===== src/rtl/mem_access.sv =====
// Memory-access stage between EX and WB. It holds one instruction at a time and runs a
// single-outstanding byte/half/word load/store on the data port. Load data is aligned and
// extended, and the result is kept in the MEM/WB register that feeds the combinational WB stage.
module mem_access (
  input  logic        clk,
  input  logic        rst,
  // EX side
  input  logic        ex_valid,
  output logic        ex_ready,
  input  logic [31:0] ex_PC,
  input  logic [31:0] ex_inst,
  input  logic [7:0]  ex_CTRL,
  input  logic [14:0] ex_rs,
  input  logic [31:0] ex_CAL_res,
  input  logic [31:0] ex_st_data,
  // Data-memory port
  output logic        dmem_req,
  output logic        dmem_we,
  output logic [31:0] dmem_addr,
  output logic [31:0] dmem_wdata,
  output logic [3:0]  dmem_wstrb,
  input  logic        dmem_ack,
  input  logic [31:0] dmem_rdata,
  // MEM/WB register
  output logic        wb_valid,
  output logic [31:0] wb_PC,
  output logic [31:0] wb_inst,
  output logic [7:0]  wb_CTRL,
  output logic [14:0] wb_rs,
  output logic [31:0] wb_CAL_res,
  output logic [31:0] wb_data
);

  localparam int unsigned Word   = 32;
  localparam int unsigned RegLog = 5;
  localparam int unsigned RsW    = 3 * RegLog;

  typedef enum logic [0:0] {StIdle, StReq} state_e;

  // Byte-lane enables for a store of the given size at byte offset a.
  function automatic logic [3:0] store_strb(input logic [1:0] size, input logic [1:0] a);
    logic [3:0] strb;
    case (size)
      2'b00:   strb = 4'b0001 << a;
      2'b01:   strb = a[1] ? 4'b1100 : 4'b0011;
      default: strb = 4'b1111;
    endcase
    return strb;
  endfunction

  // Store data replicated across every lane the size can occupy.
  function automatic logic [Word-1:0] store_data(input logic [1:0] size, input logic [Word-1:0] d);
    logic [Word-1:0] w;
    case (size)
      2'b00:   w = {4{d[7:0]}};
      2'b01:   w = {2{d[15:0]}};
      default: w = d;
    endcase
    return w;
  endfunction

  // Pick the addressed byte/half out of the read word and sign- or zero-extend it.
  function automatic logic [Word-1:0] load_data(input logic [1:0]      size,
                                                input logic            uns,
                                                input logic [1:0]      a,
                                                input logic [Word-1:0] rd);
    logic [7:0]      b;
    logic [15:0]     h;
    logic [Word-1:0] res;
    b = rd[{a, 3'b000} +: 8];
    h = a[1] ? rd[31:16] : rd[15:0];
    case (size)
      2'b00:   res = {{24{~uns & b[7]}}, b};
      2'b01:   res = {{16{~uns & h[15]}}, h};
      default: res = rd;
    endcase
    return res;
  endfunction

  state_e          state_q, state_d;

  // Instruction held while the memory transaction is outstanding
  logic [Word-1:0] pc_q, pc_d;
  logic [Word-1:0] inst_q, inst_d;
  logic [7:0]      ctrl_q, ctrl_d;
  logic [RsW-1:0]  rs_q, rs_d;
  logic [Word-1:0] cal_q, cal_d;

  // Registered memory request
  logic            req_q, req_d;
  logic            we_q, we_d;
  logic [Word-1:0] addr_q, addr_d;
  logic [Word-1:0] wdata_q, wdata_d;
  logic [3:0]      wstrb_q, wstrb_d;

  // MEM/WB register
  logic            wb_valid_q, wb_valid_d;
  logic [Word-1:0] wb_pc_q, wb_pc_d;
  logic [Word-1:0] wb_inst_q, wb_inst_d;
  logic [7:0]      wb_ctrl_q, wb_ctrl_d;
  logic [RsW-1:0]  wb_rs_q, wb_rs_d;
  logic [Word-1:0] wb_cal_q, wb_cal_d;
  logic [Word-1:0] wb_data_q, wb_data_d;

  logic            ex_is_mem;
  logic            ex_is_store;
  logic            held_is_load;

  // MEM = {mem_read, mem_write}; 11 counts as a load, so only 01 is a store.
  assign ex_is_mem    = ex_CTRL[5:4] != 2'b00;
  assign ex_is_store  = ex_CTRL[5:4] == 2'b01;
  assign held_is_load = ctrl_q[5];

  // Next-state: accept from EX, run the memory handshake, fill MEM/WB.
  always_comb begin
    state_d    = state_q;
    pc_d       = pc_q;
    inst_d     = inst_q;
    ctrl_d     = ctrl_q;
    rs_d       = rs_q;
    cal_d      = cal_q;
    req_d      = req_q;
    we_d       = we_q;
    addr_d     = addr_q;
    wdata_d    = wdata_q;
    wstrb_d    = wstrb_q;
    // Bubble by default: CTRL cleared so WB never writes, other fields hold.
    wb_valid_d = 1'b0;
    wb_ctrl_d  = '0;
    wb_pc_d    = wb_pc_q;
    wb_inst_d  = wb_inst_q;
    wb_rs_d    = wb_rs_q;
    wb_cal_d   = wb_cal_q;
    wb_data_d  = wb_data_q;

    case (state_q)
      StIdle: begin
        if (ex_valid) begin
          pc_d   = ex_PC;
          inst_d = ex_inst;
          ctrl_d = ex_CTRL;
          rs_d   = ex_rs;
          cal_d  = ex_CAL_res;
          if (!ex_is_mem) begin
            wb_valid_d = 1'b1;
            wb_pc_d    = ex_PC;
            wb_inst_d  = ex_inst;
            wb_ctrl_d  = ex_CTRL;
            wb_rs_d    = ex_rs;
            wb_cal_d   = ex_CAL_res;
            wb_data_d  = '0;
          end else begin
            state_d = StReq;
            req_d   = 1'b1;
            we_d    = ex_is_store;
            addr_d  = {ex_CAL_res[31:2], 2'b00};
            if (ex_is_store) begin
              wdata_d = store_data(ex_inst[23:22], ex_st_data);
              wstrb_d = store_strb(ex_inst[23:22], ex_CAL_res[1:0]);
            end else begin
              wdata_d = '0;
              wstrb_d = '0;
            end
          end
        end
      end
      StReq: begin
        if (dmem_ack) begin
          state_d    = StIdle;
          req_d      = 1'b0;
          wb_valid_d = 1'b1;
          wb_pc_d    = pc_q;
          wb_inst_d  = inst_q;
          wb_ctrl_d  = ctrl_q;
          wb_rs_d    = rs_q;
          wb_cal_d   = cal_q;
          wb_data_d  = held_is_load ?
                       load_data(inst_q[23:22], inst_q[25], cal_q[1:0], dmem_rdata) : '0;
        end
      end
      default: state_d = StIdle;
    endcase
  end

  // State and output registers with synchronous reset.
  always_ff @(posedge clk) begin
    if (rst) begin
      state_q    <= StIdle;
      pc_q       <= '0;
      inst_q     <= '0;
      ctrl_q     <= '0;
      rs_q       <= '0;
      cal_q      <= '0;
      req_q      <= 1'b0;
      we_q       <= 1'b0;
      addr_q     <= '0;
      wdata_q    <= '0;
      wstrb_q    <= '0;
      wb_valid_q <= 1'b0;
      wb_pc_q    <= '0;
      wb_inst_q  <= '0;
      wb_ctrl_q  <= '0;
      wb_rs_q    <= '0;
      wb_cal_q   <= '0;
      wb_data_q  <= '0;
    end else begin
      state_q    <= state_d;
      pc_q       <= pc_d;
      inst_q     <= inst_d;
      ctrl_q     <= ctrl_d;
      rs_q       <= rs_d;
      cal_q      <= cal_d;
      req_q      <= req_d;
      we_q       <= we_d;
      addr_q     <= addr_d;
      wdata_q    <= wdata_d;
      wstrb_q    <= wstrb_d;
      wb_valid_q <= wb_valid_d;
      wb_pc_q    <= wb_pc_d;
      wb_inst_q  <= wb_inst_d;
      wb_ctrl_q  <= wb_ctrl_d;
      wb_rs_q    <= wb_rs_d;
      wb_cal_q   <= wb_cal_d;
      wb_data_q  <= wb_data_d;
    end
  end

  assign ex_ready   = (state_q == StIdle);
  assign dmem_req   = req_q;
  assign dmem_we    = we_q;
  assign dmem_addr  = addr_q;
  assign dmem_wdata = wdata_q;
  assign dmem_wstrb = wstrb_q;
  assign wb_valid   = wb_valid_q;
  assign wb_PC      = wb_pc_q;
  assign wb_inst    = wb_inst_q;
  assign wb_CTRL    = wb_ctrl_q;
  assign wb_rs      = wb_rs_q;
  assign wb_CAL_res = wb_cal_q;
  assign wb_data    = wb_data_q;

endmodule


===== config.mk =====
export PLATFORM = sky130hd
export DESIGN_NAME = mem_access
export DESIGN_NICKNAME = d
export VERILOG_FILES = /design/src/rtl/mem_access.sv
export SDC_FILE = /design/constraint.sdc
export NUM_CORES = 1
export LEC_CHECK = 0
export BUFFER_PORTS_ARGS = -buffer_cell sky130_fd_sc_hd__buf_4
export CORE_UTILIZATION = 45
export DETAILED_ROUTE_END_ITERATION = 10
export GPL_TIMING_DRIVEN = 0
export PLACE_DENSITY_LB_ADDON = 0.12
export SYNTH_ARGS = -nofsm -noshare
export SYNTH_HDL_FRONTEND = slang
export SYNTH_SLANG_ARGS = --single-unit
export TNS_END_PERCENT = 10

===== constraint.sdc =====
create_clock -name clk -period 5.19 [get_ports clk]
set_input_delay 0.7785 -clock clk [delete_from_list [all_inputs] [get_ports clk]]
set_output_delay 0.7785 -clock clk [all_outputs]
set_load 0.01 [all_outputs]

==> After elaboration in Yosys (flattened, before gate mapping) <==
Cells that the tools add are included.
W data, S select, Z words.
{ "classes": {"n_eq_ne": 7, "n_shift": 2, "n_mux": 44, "bitwise": 4, "reduce_logical": 7} }
{ "op_table": {"columns": ["op", "n"], "rows": [
  ["$mux W32", 14],
  ["$pmux W32 S2", 6],
  ["$mux W15", 3],
  ["$shiftx A32 B6 Y8", 1],
  ["$pmux W15 S2", 1],
  ["$mux W8", 3],
  ["$mux W16", 1],
  ["$pmux W8 S2", 1],
  ["$mux W1", 9],
  ["$reduce_and A3 Y1", 3],
  ["$mux W4", 2],
  ["$pmux W4 S2", 1],
  ["$eq A2 B1 Y1 const B", 3],
  ["$ne A2 B2 Y1 const B", 3],
  ["$pmux W1 S2", 3],
  ["$logic_not A2 Y1", 2],
  ["$shl A1 B2 Y4 const A", 1],
  ["$and A1 B1 Y1", 2],
  ["$ne A2 B1 Y1 const B", 1],
  ["$not A1 Y1", 2],
  ["$reduce_and A2 Y1", 1],
  ["$reduce_bool A2 Y1", 1]
]} }
{ "word_totals": {"regBits": 340, "inputBits": 187, "wordCells": 82} }

==> Longest topological paths before layout <==
Gate-level depths: netlist of run 1.
{ "logic_depth": {"word_depth": 6, "depth_mapped": 9, "depth_no_buf": 5} }

==> Least setup slack after synthesis of run 1 <==
OpenSTA, ideal clock, no wires.
{ "synth_timing": {"path_type": "input-to-reg", "from": "input dmem_ack", "to": "register wb_data_q[21], in the netlist wb_data[21]", "setup_ns": 0.122, "arrival_ns": 1.914, "required_ns": 5.068, "path_slack_ns": 3.154, "cell_stages": 8, "path_buffers": 3, "path_cell_list": "and2_4 > buf_6 > nand3b_4 > inv_2 > and2_1 > buf_6 > buf_6 > a221o_1"} }
{ "synth_between": {"elab_chain_len": 2} }
{ "synth_rtl": {"columns": ["item", "line", "text"], "rows": [
  ["start, declared", "22", "input logic dmem_ack,"],
  ["$ne A2 B2 Y1 (no line)", null, null],
  ["$reduce_and A3 Y1 (no line)", null, null],
  ["end signal, assigned", "224", "wb_data_q <= wb_data_d;"],
  ["end, declared", "103", "logic [Word-1:0] wb_data_q, wb_data_d;"]
]} }
Every way passes these cells.
A chain may end at the register's enable or synchronous reset.

==> Final worst setup path of run 1 <==
{ "layout_timing": {"from": "register state_q", "to": "output ex_ready"} }
{ "layout_between": {"elab_chain_len": 1} }
{ "layout_rtl": {"columns": ["item", "line", "text"], "rows": [
  ["start, declared", "80", "state_e state_q, state_d;"],
  ["start signal, assigned", "188", "state_q <= StIdle;"],
  ["start signal, assigned", "207", "state_q <= state_d;"],
  ["$not A1 Y1 (no line)", null, null],
  ["end, declared", "9", "output logic ex_ready,"]
]} }
Every way passes these cells.

==> summary.txt, run 1 <==
Place
  – IO buf count: 406
  – Post-placement cell count: 2304
  – DP Worst Slack: 2.272 ns
  – HPWL Detailed: 32240 um
  – GP Congestion: 0.8679

Power
  – Total power: 6.636 mW
  – Worst VDD drop: around 220 uV
  – Clock power frac: 42.6%
  – Pwr dens: ~360 mW/mm^2
  – Cell leakage power: 7.570 nW
  – Flop pwr share: 43.0%
  – Int Pwr: 4.946 mW
  – Switching power share of the total: 25.47%
  – Gate power share: between 10% and 20%
  – Sw Pwr: 1.690 mW

Clock tree
  – Number of setup buffers added after CTS: 0
  – Skew-Pair Late Insertion Delay: 0.52 ns
  – Clock Tree Buf Depth: 3
  – CTS buffer count: 37
  – Hold Buf Count CTS: 0
  – Post-CTS sizing: 0
  – Clk root buf: clkbuf_16
  – Clk slew on worst S/H paths: 0.06 ns
  – H-tree Lvls: 2
  – CTS tree: yes
  – CTS sink count: between 300 and 400

STA
  – Clock Skew: 0.01668 ns
  – Worst setup margin: 2.517 ns
  – Tmin final: 2.673 ns
  – Unrepaired setup endpoints after global routing: no
  – Worst-margin pin slew: 0.8377 ns
  – Final setup violation count: 0
  – Setup TNS: 0 ns
  – Hold Fails Final Rpt: 0
  – Crit share post-route: 51.51%
  – Max-slew violation count: 0
  – Highest Clock Rate: 374.1 MHz
  – Max transition margin: between 40% and 50%
  – Min Hold Slack: 0.4539 ns

Detailed routing
  – DRT Wirelength: 43450 um
  – Top routing layer used: met4
  – Drt pass-1 iters: 5
  – DR iter-0 viols: 736
  – Routed wire per std cell: approximately 18 um
  – Avg Vias per Cell: 5.264
  – WL met2: roughly 21000 um
  – DRT antenna net count: 0
  – DRC viols: 0
  – Met1 Wirelength: 18090 um
  – Met3 wire len: between 3000 and 4000 um
  – Routed via count: 12490

Global route
  – First-pass GRT wire length: 66520 um
  – Vias in the first global route: 12060
  – Initial antenna violation count: 0
  – Grt total ovfl: 0
  – Largest net degree at the start of global routing: 14
  – Gr usage total: between 20% and 30%

Worst hold path
  – Worst hold-check path type: register to register
  – Worst Min Path Start: inst_q[20]

Synth
  – Ys Warns: 0
  – Synth unique cells: 39
  – Mapped Area: between 0.01 and 0.015 sq mm
  – EDFF count, synth: 0
  – Mapped Cells: 1513
  – Sequential area share after synthesis: approximately 51%
  – Primary FF master, synth: dfxtp_1
  – Post-synthesis register bit count: between 300 and 400
  – Synth Area per Inst: roughly 8.9 sq um
  – Async SR Flop Fraction: 0%

Cells and area
  – Multi-input gate area: approximately 0.006 sq mm
  – Reg area: 0.006807 sq mm
  – Nets: between 2000 and 2500
  – Fillcell total: between 2000 and 3000
  – Layout cells sized above 1: 26.86%
  – Antenna diodes: 0
  – Fin cells: 2372
  – Area Growth Syn to Fin: 36.25%

Floorplan
  – Die Width: 174.5 um
  – DIE AREA: between 0.03 and 0.04 sq mm
  – DIE HEIGHT: 174.5 um
  – Rows: 62
  – Initial core utilization: 46.15%
  – I/O pin count: 410
  – Core ar.: 0.02901 sq mm

Critical path
  – Critical Path AT: 1.89 ns
  – Critical path peak fanout: 10
  – WP data required: 4.41 ns
  – Worst reg2reg path startpoint: state_q
  – Critical Path Start: state_q
  – Critical Path Sink Type: primary output
  – Startpoint types: register
  – Setup CP Type: register to primary output

Run
  – # Max-Cap Violations: 0

Run status
  – Status: finished clean
==> through the flow <==
stage	util [%]	area, sq um
3_3_place_gp	58.33	16920
5_1_grt	62.89	18250
6_report	62.89	18250
4_1_cts	62.89	18250
3_5_place_dp	58.33	16920
2_1_floorplan	-	13390
==> sequential cells by signal, summed over array words and instances, names as in the netlist, 30 cells and up <==
| register | cells |
|---|---|
| dmem_wdata | 32 |
| wb_data | 32 |
| wb_CAL_res | 32 |
| dmem_addr | 30 |
| inst_q | 32 |
| wb_PC | 32 |
| wb_inst | 32 |
| pc_q | 32 |
| cal_q | 32 |
==> worst paths after layout <==
check / end / slack (ns) / depth (start not counted)
worst max-delay path: ex_ready / 2.52 / 5
worst min-delay path: inst_q[20] / 0.45 / 2
worst max register to register: dmem_wdata[23] / 3.03 / 7
worst min register to register: inst_q[20] / 0.45 / 2
==> worst max-delay path, cell delays in order (launching register included) <==
cell and delay [ns]:
dfxtp_1 0.32, buf_6 0.16, buf_2 0.32, buf_2 0.35, inv_1 0.07, buf_4 0.15
==> synthesized netlist by cell type, types with 8 or more instances <==
master     instances  area, sq um
dfxtp_1          340         6807
nand2_1          322         1209
a21oi_1          180        900.9
nor2_1           141        529.3
mux2i_1          118         1181
a211oi_1         111        833.3
clkbuf_1          76        285.3
buf_2             28        140.1
o21ai_0           26        130.1
a22oi_1           19        142.6
nand2b_1          19        118.9
mux2_2            17        191.4
a221o_1           16        160.2
buf_1             13        48.80
nor2b_1           12        75.07
buf_4             11        82.58
o2bb2ai_1          9        78.83
a32o_1             8        80.08
o21a_1             8        60.06
o221ai_1           8        70.07
==> power by group through the flow <==
stage               registers (mW)  clock network [mW]  logic (mW)
floorplan                     2.94                   0       0.460
global placement              2.90                   0       0.945
detailed placement            2.91                   0       0.957
CTS                           2.85                2.86       0.962
global route                  2.87                2.98        1.04
finish                        2.85                2.83       0.957
==> cells in the final DEF, fill, tap and decap left out, types with 2 or more instances in the layout <==
master	synthesis	layout
o21ai_0	26	26
nor2b_1	12	12
a221o_1	16	16
a22oi_1	19	19
buf_2	28	28
bufinv_16	0	5
a32oi_1	6	6
clkbuf_8	0	9
a21oi_1	180	180
dfxtp_1	340	340
inv_1	2	2
mux2i_1	118	118
o221ai_1	8	8
a32o_1	8	8
o21ai_1	2	2
conb_1	1	2
nand2b_1	19	19
o21a_1	8	8
buf_4	11	417
nand2_1	322	322
clkinv_2	0	6
o2bb2ai_1	9	9
a21o_1	2	2
a211oi_1	111	111
clkbuf_16	0	39
mux2_2	17	17
buf_6	5	5
nor2_1	141	141
buf_1	13	13
clkbuf_1	76	83
==> cell type report <==
| class | instances | share of cell area, % |
|---|---|---|
| Sequential cell | 340 | 37.31 |
| Clock inverter | 13 | 1.077 |
| Inverter | 4 | 0.08229 |
| Timing Repair Buffer | 406 | 16.71 |
| Clock buffer | 55 | 6.172 |
| Buffer | 133 | 3.360 |
| Tap cell | 384 | 2.633 |
| Multi-Input combinational cell | 1037 | 32.66 |
==> routing by layer <==
layer | vias to the layer above | track usage, %
li1 | 6137 | -
met1 | 5841 | 34.00
met2 | 440 | 47.94
met3 | 69 | 6.409
met4 | 0 | 8.659
met5 | - | 0
==> cell families (layout without fill, tap and decap cells) <==
kind of cell | count (synthesis) | count (layout) | share of synthesized area, %
buf+inv | 137 | 611 | 4.691
compound gates | 398 | 398 | 19.25
mux | 135 | 135 | 10.25
flops | 340 | 340 | 50.83
other cells | 1 | 2 | 0.02801
simple gates | 502 | 502 | 14.95
(Power assumes the default switching activity.)
==> run 2: changes to the inputs <==
--- a/config.mk
+++ b/config.mk
@@ -5,6 +5,7 @@
 export SDC_FILE = /design/constraint.sdc
 export NUM_CORES = 1
 export LEC_CHECK = 0
+export ABC_AREA = 1
 export BUFFER_PORTS_ARGS = -buffer_cell sky130_fd_sc_hd__buf_4
 export CORE_UTILIZATION = 45
 export DETAILED_ROUTE_END_ITERATION = 10
==> constraint.sdc (replaced) <==
create_clock -name clk -period 2.2 [get_ports clk]
set_input_delay 0.33 -clock clk [delete_from_list [all_inputs] [get_ports clk]]
set_output_delay 0.33 -clock clk [all_outputs]
set_load 0.01 [all_outputs]
==> run 2 against run 1 <==
  * Routed wire length increased by 5.8%
  * Critical endpoint is now wb_PC[27]
  * Register-to-register slack worse by 2.9 ns
  * Cell count increased by 12%
  * Clock power grew 130%
  * Total power up 140%
  * Combinational power increased to 2.5 times the previous value
  * Utilization about the same
  * Hold slack got worse by 0.38 ns
  * Final area barely moved
==> summary.txt, run 2 <==
Detailed routing
  – DRT Wirelength: 45970 um (was 43450 um)
  – DRC viols: 0 (unchanged)
  – DR iter-0 viols: 910 (was 736)
  – Drt pass-1 iters: 7 (was 5)
  – Routed via count: 13880 (was 12490)
  – Routed wire per std cell: 17.30 um (was 18.32 um)
  – DRT antenna net count: 0 (unchanged)
  – Avg Vias per Cell: 5.220 (was 5.264)

Synth
  – Synth top area share: 50.80% (was 50.83%)
  – Ys Warns: 0 (unchanged)
  – Count leader, synth: nand2_1 (was dfxtp_1)
  – Synth unique cells: 27 (was 39)
  – Synth top cells by count: 438 x nand2_1, 340 x dfxtp_1, 263 x nor2_1 (was 340 x dfxtp_1, 322 x nand2_1, 180 x a21oi_1)
  – EDFF count, synth: 0 (unchanged)
  – Mapped Area: 0.01340 sq mm (was 0.01339 sq mm)
  – Synth Area per Inst: 7.448 sq um (was 8.850 sq um)
  – Post-synthesis register bit count: 340 (unchanged)
  – Mapped Cells: 1799 (was 1513)
  – Async SR Flop Fraction: 0% (unchanged)
  – Sequential area share after synthesis: 50.80% (was 50.83%)
  – Largest cells by area after synthesis: dfxtp_1 51%, nand2_1 12%, nor2_1 7.4% (was dfxtp_1 51%, nand2_1 9.0%, mux2i_1 8.8%)
  – Primary FF master, synth: dfxtp_1 (unchanged)
  – Area leader, netlist: dfxtp_1 (unchanged)

Cells and area
  – Most frequent cells in the layout: 438 x nand2_1, 410 x buf_4, 340 x dfxtp_1, 263 x nor2_1, 147 x o21ai_0 (was 417 x buf_4, 340 x dfxtp_1, 322 x nand2_1, 180 x a21oi_1, 141 x nor2_1)
  – Layout cells sized above 1: 23.45% (was 26.86%)
  – Fillcell total: 2739 (was 2576)
  – Area Growth Syn to Fin: 36.17% (was 36.25%)
  – Finished Core Util: 62.89% (about the same)
  – Commonest non-fill, non-tap cell in the layout: nand2_1 (was buf_4)
  – Nets: 2433 (was 2146)
  – Final instance area: 0.01825 sq mm (about the same)

Critical path
  – Startpoint types: register (unchanged)
  – Critical Path Start: state_q (unchanged)
  – Crit-path leading delay family: buffers and inverters (unchanged)
  – Critical Path Sink Type: register (was primary output)
  – Setup CP Type: register to register (was register to primary output)
  – Worst reg2reg path startpoint: state_q (unchanged)
  – Crit-path cells: buf_2, inv_2, nand2_4, o21ai_4, clkbuf_1, o21ai_0, a31oi_1 (was buf_6, buf_2, buf_2, inv_1, buf_4)
  – CP bufs+invs: 3 (was 5)
  – Max incr delay on CP: 0.46 ns (was 0.35 ns)
  – CP max stage cell: clkbuf_1 (was buf_2)
  – R2R depth: 7 (unchanged)
  – Reg2reg setup slack: 0.15 ns (was 3.03 ns)
  – Critical path peak fanout: 10 (unchanged)
  – WP data required: 2.64 ns (was 4.41 ns)
  – Critical Path AT: 2.49 ns (was 1.89 ns)
  – R2r endpoint: wb_PC[27] (was dmem_wdata[23])

Worst hold path
  – Hold path cells: 3 (was 2)
  – Worst hold-check path type: input pin to register (was register to register)
  – Worst Min Path Start: ex_PC[17] (was inst_q[20])
  – Hold path endpoint: pc_q[17] (was inst_q[20])

Clock tree
  – H-tree Lvls: 2 (unchanged)
  – Skew-Pair Late Insertion Delay: 0.52 ns (about the same)
  – CTS sink count: 340 (unchanged)
  – CTS tree: yes (unchanged)
  – Clk slew on worst S/H paths: 0.06 ns (about the same)
  – Number of setup buffers added after CTS: 0 (unchanged)
  – Clk root buf: clkbuf_16 (unchanged)
  – Hold Buf Count CTS: 0 (unchanged)
  – Clock Tree Buf Depth: 3 (unchanged)
  – Post-CTS sizing: 0 (unchanged)
  – CTS buffer count: 38 (was 37)

Power
  – Cell leakage power: 8.189 nW (was 7.570 nW)
  – Worst VDD drop: 674.2 uV (was 222.6 uV)
  – Pwr dens: 868.0 mW/mm^2 (was 363.7 mW/mm^2)
  – Total power: 15.84 mW (was 6.636 mW)

Global route
  – Gr usage total: 29.32% (was 27.72%)
  – Grt total ovfl: 0 (unchanged)
  – First-pass GRT wire length: 71040 um (was 66520 um)
  – Initial antenna violation count: 1 (was 0)
  – Vias in the first global route: 13120 (was 12060)
  – Largest net degree at the start of global routing: 15 (was 14)

STA
  – Setup TNS: 0 ns (unchanged)
  – Tmin final: around 2 ns
  – Clock Skew: 0.01097 ns (was 0.01668 ns)
  – Final setup violation count: 0 (unchanged)
  – Highest Clock Rate: roughly 500 MHz
  – Max-slew violation count: 0 (unchanged)
  – Worst-margin pin slew: 0.7729 ns (was 0.8377 ns)
  – Crit share post-route: 93.19%
  – Unrepaired setup endpoints after global routing: no (unchanged)
  – Hold Fails Final Rpt: 0 (unchanged)
  – Max transition margin: 48.47% (was 44.15%)
  – Worst setup margin: 0.1498 ns (was 2.517 ns)

Place
  – GP Congestion: 0.9114 (was 0.8679)
  – HPWL Detailed: 33580 um (was 32240 um)
  – IO buf count: 406 (unchanged)
  – Placed Instance Area: 0.01693 sq mm (was 0.01692 sq mm)
  – DP Worst Slack: -0.07781 ns (was 2.272 ns)

Run
  – # Max-Cap Violations: 0 (unchanged)

Run status
  – Status: finished clean (unchanged)

Floorplan
  – DIE AREA: 0.03047 sq mm (was 0.03045 sq mm)
  – Core ar.: 0.02901 sq mm (unchanged)
  – Initial core utilization: 46.18% (was 46.15%)
  – Rows: 62 (unchanged)
  – I/O pin count: 410 (unchanged)
  – DIE HEIGHT: 174.6 um (was 174.5 um)
  – Die Width: 174.6 um (was 174.5 um)
-- run 2: changes by cell type after synthesis, sizes merged, moves of 19 or more --
cell,before,now
nand2,322,442
nand2b,19,0
nand3,0,25
a211oi,111,30
mux2i,118,0
inv,3,57
o21ai,28,246
nor2,142,266
a22oi,19,0
a21oi,180,128
a31oi,0,111
-- run 2: stage by stage --
step	cells	hold slack (ns)
global placement	2590	0.4289
floorplan	1800	0.4209
finish	2658	0.06964
global route	2658	0.06845
CTS	2657	0.05564
detailed placement	2590	0.4398
-- run 2: layout make-up --
type	count	area [sq um]	area share (%)
well taps	384	480.5	2.633
clock buffers	54	1132	6.206
multi-input cells	1260	5714	31.32
diodes	1	2.502	0.01371
inverters	58	222.7	1.221
clock inverters	13	178.9	0.9806
flip-flops and latches	340	6807	37.30
plain buffers	142	660.6	3.621
repair buffers	406	3048	16.70
-- run 2: layer usage --
| metal | GRT usage [%] | vias up | routed length, um |
|---|---|---|---|
| met4 | 10.91 | 0 | 1656 |
| li1 | - | 6876 | - |
| met5 | 0 | - | 0 |
| met2 | 46.90 | 501 | 20930 |
| met3 | 7.546 | 86 | 3679 |
| met1 | 37.98 | 6412 | 19700 |
-- run 2: worst max-delay path by stage --
stage / end / slack [ns] / cells past startpoint
after floorplan: wb_PC[22] / 0.83 / 6
after global placement: pc_q[25] / -0.03 / 6
after detailed placement: pc_q[20] / -0.08 / 6
after CTS: ex_ready / 0.04 / 4
after global routing: inst_q[3] / 0.03 / 8
final: wb_PC[27] / 0.15 / 7
-- run 2: logic make-up (layout without fill, tap and decap cells) --
logic type,Yosys count,after routing,share of synthesized area [%]
AO/OA/AOI/OAI,523,523,21.31
buffers and inverters,200,673,6.583
flip-flops,340,340,50.80
other,1,3,0.02799
AND/OR/NAND/NOR,735,735,21.28
-- run 2: power by group --
part | total (mW) | leakage [nW] | internal (mW) | switching, mW
Sequential | 6.82 | 2.80 | 6.59 | 0.229
Combinational | 2.40 | 4.75 | 0.991 | 1.41
Clock | 6.61 | 0.648 | 4.06 | 2.55
Total | 15.8 | 8.19 | 11.6 | 4.20
-- run 2: worst register-to-register path, delay by kind of cell, from the launching register on --
kind                   cells  cell delay, ns
buffers and inverters      3            0.82
AOI/OAI and AO/OA          3            0.71
DFF                        1            0.29
and+or+nand+nor            1            0.15
==> run 3: changes to the inputs <==
--- a/config.mk
+++ b/config.mk
@@ -7,10 +7,11 @@
 export LEC_CHECK = 0
 export ABC_AREA = 1
 export BUFFER_PORTS_ARGS = -buffer_cell sky130_fd_sc_hd__buf_4
+export CORE_MARGIN = 5
 export CORE_UTILIZATION = 45
 export DETAILED_ROUTE_END_ITERATION = 10
 export GPL_TIMING_DRIVEN = 0
-export PLACE_DENSITY_LB_ADDON = 0.12
+export PLACE_DENSITY_LB_ADDON = 0.05
 export SYNTH_ARGS = -nofsm -noshare
 export SYNTH_HDL_FRONTEND = slang
 export SYNTH_SLANG_ARGS = --single-unit
==> run 3 against run 2 <==
  * Clock power fell by 3%
  * Highest routed layer is now met5
  * Sequential power barely moved
  * Flip-flop and latch count did not move
  * Largest cell class unchanged
  * Total power fell by 1.1%
  * Worst setup slack got worse by 0.097 ns
  * Utilization fell by 1.1 points
  * Via count fell by 0.43%
  * Non-clock buffer count did not move
  * Global-route usage fell by 2.8 points
  * Register-to-register slack improved by 0.05 ns
  * Final area fell by 0.21%
  * Combinational power barely moved
==> summary.txt, run 3 (synthesized netlist as in run 2, its figures left out) <==
Run status
  – Status: finished clean (unchanged)

STA
  – Unrepaired setup endpoints after global routing: no (unchanged)
  – Final setup violation count: 0 (unchanged)
  – Max transition margin: 38.45% (was 48.47%)
  – Worst-margin pin slew: 0.9232 ns (was 0.7729 ns)
  – Hold Fails Final Rpt: 0 (unchanged)
  – Clock Skew: 0.01423 ns (was 0.01097 ns)
  – Max-slew violation count: 0 (unchanged)
  – Crit share post-route: 97.59% (was 93.19%)
  – Tmin final: 2.147 ns (was 2.050 ns)
  – Highest Clock Rate: 465.8 MHz (was 487.8 MHz)

Clock tree
  – Clk root buf: clkbuf_16 (unchanged)
  – CTS buffer count: 38 (unchanged)
  – Post-CTS sizing: 0 (unchanged)
  – CTS sink count: 340 (unchanged)
  – Hold Buf Count CTS: 0 (unchanged)
  – Clock Tree Buf Depth: 3 (unchanged)
  – H-tree Lvls: 2 (unchanged)
  – Clk slew on worst S/H paths: 0.06 ns (about the same)
  – CTS tree: yes (unchanged)
  – Number of setup buffers added after CTS: 0 (unchanged)
  – Skew-Pair Late Insertion Delay: 0.51 ns (was 0.52 ns)

Floorplan
  – Initial core utilization: 45.45% (was 46.18%)
  – I/O pin count: 410 (unchanged)
  – Die Width: 182.6 um (was 174.6 um)
  – Rows: 63 (was 62)
  – DIE HEIGHT: 182.6 um (was 174.6 um)
  – Core ar.: 0.02948 sq mm (was 0.02901 sq mm)
  – DIE AREA: 0.03333 sq mm (was 0.03047 sq mm)

Critical path
  – Critical path peak fanout: 10 (unchanged)
  – Max incr delay on CP: 0.46 ns (about the same)
  – Startpoint types: register (unchanged)
  – Worst reg2reg path startpoint: state_q (unchanged)
  – Crit-path cells: buf_2, inv_2, clkbuf_1, buf_4 (was buf_2, inv_2, nand2_4, o21ai_4, clkbuf_1, o21ai_0, a31oi_1)
  – Setup CP Type: register to primary output (was register to register)
  – CP max stage cell: clkbuf_1 (unchanged)
  – R2r endpoint: wb_inst[21] (was wb_PC[27])
  – WP data required: 1.87 ns (was 2.64 ns)
  – Critical Path Sink Type: primary output (was register)
  – R2R depth: 5 (was 7)
  – Critical Path AT: 1.82 ns (was 2.49 ns)
  – Reg2reg setup slack: 0.20 ns (was 0.15 ns)

Detailed routing
  – Routed wire per std cell: 17.57 um (was 17.30 um)
  – Drt pass-1 iters: 5 (was 7)
  – Routed via count: 13820 (was 13880)
  – WL met2: 22000 um (was 20930 um)
  – DRT antenna net count: 0 (unchanged)
  – DR iter-0 viols: 803 (was 910)
  – Met1 Wirelength: 19540 um (was 19700 um)
  – Avg Vias per Cell: 5.188 (was 5.220)
  – Top routing layer used: met5 (was met4)
  – DRT Wirelength: 46790 um (was 45970 um)
  – Met3 wire len: 3984 um (was 3679 um)
  – DRC viols: 0 (unchanged)

Cells and area
  – Fin cells: 2663 (was 2658)
  – Layout cells sized above 1: 23.07% (was 23.45%)
  – Nets: 2433 (unchanged)
  – Commonest non-fill, non-tap cell in the layout: nand2_1 (unchanged)
  – Area Growth Syn to Fin: 35.89% (was 36.17%)
  – Most frequent cells in the layout: 438 x nand2_1, 410 x buf_4, 340 x dfxtp_1, 263 x nor2_1, 147 x o21ai_0 (unchanged)
  – Final instance area: 0.01821 sq mm (was 0.01825 sq mm)

Power
  – Int Pwr: 11.55 mW (was 11.64 mW)
  – Worst VDD drop: 639.4 uV (was 674.2 uV)
  – Total power: 15.67 mW (was 15.84 mW)
  – Clock power frac: 41.1% (was 41.7%)
  – Flop pwr share: 43.6% (was 43.1%)
  – Pwr dens: 860.6 mW/mm^2 (was 868.0 mW/mm^2)
  – Switching power share of the total: 26.32% (was 26.50%)
  – Gate power share: 15.3% (was 15.2%)
  – Sw Pwr: 4.124 mW (was 4.197 mW)
  – Cell leakage power: 8.157 nW (was 8.189 nW)

Worst hold path
  – Worst hold-check path type: input pin to register (unchanged)
  – Hold path cells: 3 (unchanged)
  – Worst Min Path Start: ex_inst[4] (was ex_PC[17])
  – Hold path endpoint: inst_q[4] (was pc_q[17])

Place
  – GP Congestion: 0.8697 (was 0.9114)
  – HPWL Detailed: 34450 um (was 33580 um)
  – IO buf count: 406 (unchanged)
  – Placed Instance Area: 0.01694 sq mm (was 0.01693 sq mm)
  – Post-placement cell count: 2596 (was 2590)

Global route
  – Vias in the first global route: 13220 (was 13120)
  – Initial antenna violation count: 3 (was 1)
  – Largest net degree at the start of global routing: 14 (was 15)
  – Grt total ovfl: 0 (unchanged)
  – First-pass GRT wire length: 71910 um (was 71040 um)
  – Gr usage total: 26.53% (was 29.32%)

Run
  – # Max-Cap Violations: 0 (unchanged)
==> run 3: cell count changes in the layout (fill, tap and decap cells not counted) <==
| cell | delta |
|---|---|
| inv_8 | +1 |
| clkinv_4 | -1 |
| clkinv_2 | -3 |
| clkbuf_8 | -3 |
| clkinvlp_4 | -1 |
| inv_6 | -1 |
| clkbuf_2 | -1 |
| clkbuf_1 | +7 |
| diode_2 | +1 |
==> run 3: critical path, delay by kind of cell, from the launching register on <==
kind     cells  cell delay, ns
buf+inv      4            1.00
flops        1            0.29
==> run 3: per-layer routing <==
metal  track usage, %  vias up
li1                 -     6883
met1            34.00     6348
met2            44.27      493
met3            7.255       89
met4            7.025        2
met5                0        -
==> run 3: metrics by stage <==
stage | hold WS (ns) | setup WS [ns] | util, % | setup TNS [ns]
CTS | 0.05803 | 0.04628 | 61.74 | 0
global route | 0.07653 | 0.007518 | 61.76 | 0
finish | 0.07963 | 0.05301 | 61.76 | 0
detailed placement | 0.4331 | -0.06576 | 57.46 | -1.837
global placement | 0.4304 | -0.04331 | 57.46 | -1.152
floorplan | 0.4209 | 0.8262 | - | 0
==> run 3: worst max-delay path by stage <==
stage | depth (start not counted) | endpoint | start
floorplan | 6 | wb_PC[22] | rst
global placement | 6 | pc_q[30] | rst
detailed placement | 6 | pc_q[20] | rst
CTS | 4 | ex_ready | state_q
global route | 4 | ex_ready | state_q
finish | 4 | ex_ready | state_q
==> run 3: cell type report <==
class,count,area (sq um)
clock buffer,57,1114
tap,390,488.0
multi-input combinational,1260,5714
clock inverter,8,150.1
buffer,142,659.4
antenna,2,5.005
inverter,58,222.7
timing repair buffer,406,3048
fill,2851,11270
sequential,340,6807
==> run 3: power by group through the flow <==
| stage | Sequential [mW] | Clock (mW) | Combinational (mW) |
|---|---|---|---|
| after floorplan | 7.02 | 0 | 1.15 |
| after global placement | 6.94 | 0 | 2.37 |
| after detailed placement | 6.95 | 0 | 2.39 |
| after CTS | 6.82 | 6.55 | 2.40 |
| after global routing | 6.87 | 6.81 | 2.66 |
| final | 6.83 | 6.44 | 2.40 |
